==> src/rtl/cache_lookup_ctrl.sv <==
`timescale 1ns/1ps
`default_nettype none
// ============================================================================
//  Module   : cache_lookup_ctrl
//  Purpose  : Arbitrates I/D lookup requests, drives one tag-array read port,
//             issues a fill on miss and returns one response per request.
//  Options  : CACHE_STATS_EN enables saturating hit/miss counters.
//  Revision : 1.0 - initial release
// ============================================================================
module cache_lookup_ctrl #(
    parameter int ADDR_W   = 32,
    parameter int OFFSET_W = 6,
    parameter int INDEX_W  = 5,
    parameter int WAY_W    = 3,
    localparam int TAG_W   = ADDR_W - INDEX_W - OFFSET_W
) (
    input  logic                clk,
    input  logic                rst_n,
    input  logic                i_ireq_valid,
    output logic                o_ireq_ready,
    input  logic [ADDR_W-1:0]   i_ireq_addr,
    input  logic                i_dreq_valid,
    output logic                o_dreq_ready,
    input  logic [ADDR_W-1:0]   i_dreq_addr,
    input  logic                i_dreq_we,
    output logic                o_tag_rd_en,
    output logic [INDEX_W-1:0]  o_tag_index,
    output logic [TAG_W-1:0]    o_tag_tag,
    input  logic                i_tag_hit,
    input  logic [WAY_W-1:0]    i_tag_way,
    output logic                o_fill_valid,
    input  logic                i_fill_ready,
    output logic                o_fill_dirty,
    output logic                o_rsp_valid,
    input  logic                i_rsp_ready,
    output logic                o_rsp_src,
    output logic                o_rsp_hit,
    output logic [WAY_W-1:0]    o_rsp_way,
    output logic [TAG_W-1:0]    o_rsp_tag,
    output logic [INDEX_W-1:0]  o_rsp_index,
    output logic [OFFSET_W-1:0] o_rsp_offset,
    output logic [31:0]         o_hit_cnt,
    output logic [31:0]         o_miss_cnt
);

    localparam logic [2:0] S_IDLE   = 3'd0;
    localparam logic [2:0] S_LOOKUP = 3'd1;
    localparam logic [2:0] S_CMP    = 3'd2;
    localparam logic [2:0] S_FILL   = 3'd3;
    localparam logic [2:0] S_RESP   = 3'd4;

    logic [2:0]        r_state;
    logic              r_last_d;
    logic [ADDR_W-1:0] r_addr;
    logic              r_we;
    logic              r_src;
    logic              r_hit;
    logic [WAY_W-1:0]  r_way;

    logic w_idle;
    logic w_grant_i;
    logic w_grant_d;
    logic w_accept;
    logic w_rsp_hs;

    // rst_n in the grant keeps both readies low while reset is held
    assign w_idle    = rst_n && (r_state == S_IDLE);
    assign w_grant_i = w_idle & i_ireq_valid & (~i_dreq_valid | r_last_d);
    assign w_grant_d = w_idle & i_dreq_valid & (~i_ireq_valid | ~r_last_d);
    assign w_accept  = w_grant_i | w_grant_d;
    assign w_rsp_hs  = (r_state == S_RESP) & i_rsp_ready;

    always_ff @(posedge clk or negedge rst_n) begin
        if (!rst_n) begin
            r_state <= S_IDLE;
        end else begin
            case (r_state)
                S_IDLE:   if (w_accept) r_state <= S_LOOKUP;
                S_LOOKUP: r_state <= S_CMP;
                S_CMP:    r_state <= i_tag_hit ? S_RESP : S_FILL;
                S_FILL:   if (i_fill_ready) r_state <= S_RESP;
                S_RESP:   if (i_rsp_ready) r_state <= S_IDLE;
                default:  r_state <= S_IDLE;
            endcase
        end
    end

    always_ff @(posedge clk or negedge rst_n) begin
        if (!rst_n) begin
            r_last_d <= 1'b1;
            r_addr   <= '0;
            r_we     <= 1'b0;
            r_src    <= 1'b0;
            r_hit    <= 1'b0;
            r_way    <= '0;
        end else begin
            if (w_accept) begin
                r_last_d <= w_grant_d;
                r_addr   <= w_grant_d ? i_dreq_addr : i_ireq_addr;
                r_we     <= w_grant_d & i_dreq_we;
                r_src    <= w_grant_d;
            end
            if (r_state == S_CMP) begin
                r_hit <= i_tag_hit;
                r_way <= i_tag_way;
            end
        end
    end

    assign o_ireq_ready = w_grant_i;
    assign o_dreq_ready = w_grant_d;
    assign o_tag_rd_en  = (r_state == S_LOOKUP);
    assign o_tag_index  = r_addr[OFFSET_W+INDEX_W-1:OFFSET_W];
    assign o_tag_tag    = r_addr[ADDR_W-1:OFFSET_W+INDEX_W];
    assign o_fill_valid = (r_state == S_FILL);
    assign o_fill_dirty = r_we;
    assign o_rsp_valid  = (r_state == S_RESP);
    assign o_rsp_src    = r_src;
    assign o_rsp_hit    = r_hit;
    assign o_rsp_way    = r_way;
    assign o_rsp_tag    = r_addr[ADDR_W-1:OFFSET_W+INDEX_W];
    assign o_rsp_index  = r_addr[OFFSET_W+INDEX_W-1:OFFSET_W];
    assign o_rsp_offset = r_addr[OFFSET_W-1:0];

`ifdef CACHE_STATS_EN
    logic [31:0] r_hit_cnt;
    logic [31:0] r_miss_cnt;

    always_ff @(posedge clk or negedge rst_n) begin
        if (!rst_n) begin
            r_hit_cnt  <= '0;
            r_miss_cnt <= '0;
        end else if (w_rsp_hs) begin
            if (r_hit && (r_hit_cnt != 32'hFFFF_FFFF))
                r_hit_cnt <= r_hit_cnt + 32'd1;
            if (!r_hit && (r_miss_cnt != 32'hFFFF_FFFF))
                r_miss_cnt <= r_miss_cnt + 32'd1;
        end
    end

    assign o_hit_cnt  = r_hit_cnt;
    assign o_miss_cnt = r_miss_cnt;
`else
    assign o_hit_cnt  = 32'd0;
    assign o_miss_cnt = 32'd0;
`endif

endmodule
`default_nettype wire
==> config.mk <==
export PLATFORM = sky130hd
export DESIGN_NAME = cache_lookup_ctrl
export DESIGN_NICKNAME = d
export VERILOG_FILES = /design/src/rtl/cache_lookup_ctrl.sv
export SDC_FILE = /design/constraint.sdc
export NUM_CORES = 1
export LEC_CHECK = 0
export BUFFER_PORTS_ARGS = -buffer_cell sky130_fd_sc_hd__buf_4
export CORE_MARGIN = 5
export CORE_UTILIZATION = 37
export CTS_BUF_LIST = sky130_fd_sc_hd__clkbuf_16
export CTS_CLUSTER_DIAMETER = 200
export CTS_CLUSTER_SIZE = 16
export DETAILED_ROUTE_END_ITERATION = 10
export HOLD_SLACK_MARGIN = 0.12
export PLACE_DENSITY = 0.79
export SLEW_MARGIN = 25
export SYNTH_ARGS = -nofsm -noshare
export SYNTH_HDL_FRONTEND = slang
export SYNTH_SLANG_ARGS = --single-unit
==> constraint.sdc <==
create_clock -name clk -period 1.5 [get_ports clk]
set_clock_uncertainty 0.15 [all_clocks]
set_input_delay 0.225 -clock clk [delete_from_list [all_inputs] [get_ports clk]]
set_output_delay 0.225 -clock clk [all_outputs]
set_load 0.02 [all_outputs]
[After elaboration in Yosys (flattened, before gate mapping)]
Index checks and enable logic that the tools add are counted.
Storage, ports and cells
  register bits after elaboration: 42
  bits of input ports: 75
  output and inout port bits: 133
  logic and storage cells: 34
Operators by class
  eq/ne operators: 7
  mux-type cells: 6
  bitwise operators: 11
  reductions and logical operators: 3
Operators by type and width (count)
  two-way mux 32 bit: 1
  one-hot mux 3 bit (5 select lines): 1
  two-way mux 3 bit: 4
  equality test 3 x 2 -> 1 bit (second input constant): 2
  bitwise AND 1 bit: 5
  inequality test 2 x 1 -> 1 bit (second input constant): 2
  equality test 3 x 1 -> 1 bit (second input constant): 1
  equality test 3 bit (second input constant): 1
  zero test 3 bit: 1
  inverter 1 bit: 3
  bitwise OR 1 bit: 3
  AND reduction 3 bit: 1
  inequality test 2 bit (second input constant): 1
  logical AND 1 bit: 1

[Longest topological paths before layout]
  word-level depth: 7
  depth in mapped cells: 5
  depth with buffers taken out: 3

[Least setup slack after synthesis]
No wires, ideal clock.
  path type: reg-to-output
  start: register r_state[0]
  end: output port o_ireq_ready
  arrival: 1.517 ns
  required time: 1.125 ns
  setup slack: -0.392 ns
  stages on the path, launching flop included: 6
  path buffers: 2
  cells stage by stage: dfrtp_1 > buf_6 > nor4b_4 > buf_4 > inv_2 > nor3_1
Between the ends
  cells in the longest elaborated chain, start to end: 4
Ends and longest elaborated chain
  start, declared: line 52  | logic [2:0] r_state;
  start signal, assigned: line 80  | S_CMP: r_state <= i_tag_hit ? S_RESP : S_FILL;
  zero test 3 bit: line 67  | assign w_idle = rst_n && (r_state == S_IDLE);
  logical AND 1 bit: line 67
  bitwise AND 1 bit (2 in a row): line 68  | assign w_grant_i = w_idle & i_ireq_valid & (~i_dreq_valid | r_last_d);
  end, declared: line 20  | output logic o_ireq_ready,
No other way between the ends.

[Worst setup path in the final report]
  start: register r_state[1]
  end: output port o_ireq_ready
The elaborated chain is that of the path after synthesis.

==> run metrics <==
status=finished with violations; violated checks=setup timing; Max stage delay on crit path=about 0.41 ns; WP data required=1.12 ns; crit path max-delay cell type=dfrtp_1; Pwr Density=~1900 mW/mm²; critical path data arrival time=1.47 ns; CTS tree=built; GR Overflow Total=0; Max clock buf depth=2; clock sink count=42; synth unique cells=32; full die area=0.00966 mm²; total length of routed wires=roughly 9.2 mm; Post-Syn Instances=255; input/output buffers=143; Post-synth EDFFs=0; cell taking the most area after synthesis=dfrtp_1; global-route wire length before repair=14.2 mm; fillers=a little under 600; minimum clock period=between 1.5 and 2 ns; Final period util=1.23; Via density=~4.7; worst path cell trace=nor4b_4 > buf_4 > inv_4 > nor3_4 > buf_6; GRT Total Usage=0.181; IO Pins=between 200 and 250; RePlAce Congestion=slightly above 0.8; Setup crit start kind=flop; Die W=98.3 µm; Peak Freq=0.541 GHz; Hold Path Depth=3; Pre-Repair DR Iteration Count=4; clock tree root driver cell=clkbuf_16; critical path type=reg -> out; vias=2531; area grow syn2layout=62.6%; number of global-route vias before repair=2724; DR iter-0 viols=between 50 and 60; most common cell in the netlist=buf_4; worst hold path class=in -> reg; worst r2r path cells=6; Synth warnings=0; worst setup margin=-0.350 ns; Synth Cell Area=0.00288 mm²; Min Hold Slack=0.122 ns; Peak VDD IR=around 0.90 mV; row cnt=32; CTS buffer count=5; RSZ-0062 raised after global routing=true; wire per inst=17.3 µm; final setup TNS=-4.90 ns; layout cells sized above 1=0.571; hold violation count in the final report=0; hpwl dp=6.32 mm; Synth Flop Type=dfrtp_1; Max H-tree Level=2; Core Area=0.00765 mm²; area share of the largest cell type after synthesis=0.356; crit-path max FO=3; CTS clock-pin slew for the worst setup and hold paths=0.06 ns; post-synthesis sequential area ratio=0.365; max cap viols=0; Initial Utilization=0.377; average size of a mapped cell=11.3 µm²; Slew Viols, Final=0; Post-synth top cells=buf_4 (94), dfrtp_1 (41), o32ai_1 (32), a2bb2oi_2 (29), buf_2 (8); die height=~100 µm; DRC Markers=0; Area contributors post-synth=dfrtp_1 (36%), buf_4 (24%), a2bb2oi_2 (15%); # setup viols final=44; synthesized flop and latch total=42; initial antenna violation count=0; LEAKAGE=2.14 nW; crit end category=output pin; Layout Nets=505; asr flop ratio synth=1.00; Worst-Skew Late Latency=0.28 ns; number of diodes=0; pin count of the biggest net entering global routing=27; post-route ant nets=0
-- through the flow --
step	setup slack [ns]	utilization	power [mW]	instances	instance area, µm²
global route	-0.427	0.613	9.45	533	4690
global placement	-0.115	0.505	7.16	475	3860
finish	-0.350	0.613	8.98	533	4690
CTS	-0.364	0.608	8.93	532	4650
detailed placement	-0.143	0.505	7.28	475	3860
floorplan	-0.102	-	5.75	318	3220
-- report_power, final --
part	internal (mW)	switching, mW
Combinational	2.93	2.84
Sequential	1.69	0.514
Clock	0.599	0.414
Total	5.21	3.77
-- cell type report --
class                   instances  area (µm²)  area share
clock buffers                   5         125      0.0267
clock inverters                 3        11.3     0.00240
inverters                       5        28.8     0.00614
multi-input cells             161        1430       0.304
flip-flops and latches         42        1050       0.224
well taps                     102         128      0.0272
repair buffers                215        1920       0.409
-- routing by layer --
layer,global-route usage,vias up,part of all wire,wire length [µm]
met2,0.344,137,0.53,4940
li1,-,1141,-,-
met3,0.0414,12,0.077,709
met4,0.0483,0,0.016,146
met5,0,-,0,0
met1,0.201,1241,0.37,3450
-- registers in the layout, summed over array words and instances, names as in the netlist --
| name | cells |
|---|---|
| o_rsp_way | 3 |
| r_last_d | 1 |
| o_rsp_hit | 1 |
| r_addr | 32 |
| r_state | 3 |
| o_fill_dirty | 1 |
| o_rsp_src | 1 |
-- cells in the final DEF (no fill, tap or decap), types with 2 or more instances in the layout --
cell             n
a21oi_1          2
a2bb2oi_2       32
buf_12           9
buf_4          153
buf_6           11
clkbuf_16        5
clkinv_1         3
conb_1          64
dfrtp_1         41
dlygate4sd3_1   39
inv_1            3
mux2_2           4
nand2_1          2
nor2_1           2
nor2_4           2
nor3_4           2
nor3b_1          2
o32ai_1         20
o32ai_2         13
-- cell families after synthesis --
group / Yosys count / synth area share
mux: 5 / 0.0191
other cells: 1 / 0.00130
buf+inv: 115 / 0.286
compound gates: 75 / 0.290
flops: 42 / 0.365
simple gates: 17 / 0.0386
-- path summary, 6_finish.rpt --
kind                            startpoint           end  slack [ns]
max                             r_state[1]  o_ireq_ready       -0.35
min                        i_ireq_addr[12]    r_addr[12]        0.12
max reg2reg                     r_state[1]     r_addr[8]       -0.18
min reg2reg                      o_rsp_hit     o_rsp_hit        0.36
max in group asynchronous            rst_n      r_last_d        0.27
min in group asynchronous            rst_n    r_addr[14]        0.35
-- critical path: cells and delay by family, from the launching register on --
| family | cells | cell delay [ns] |
|---|---|---|
| buffers and inverters | 3 | 0.37 |
| and+or+nand+nor | 2 | 0.42 |
| DFF | 1 | 0.41 |
-- repair_timing --
item                       CTS  global route
setup buffers                8             6
hold endpoints to repair    55             0
cloned                       4             0
setup endpoints to repair   44            45
hold buffers                39             0
pin swaps                    2             6
gates resized for setup     20            21
(Power assumes the default switching activity.)
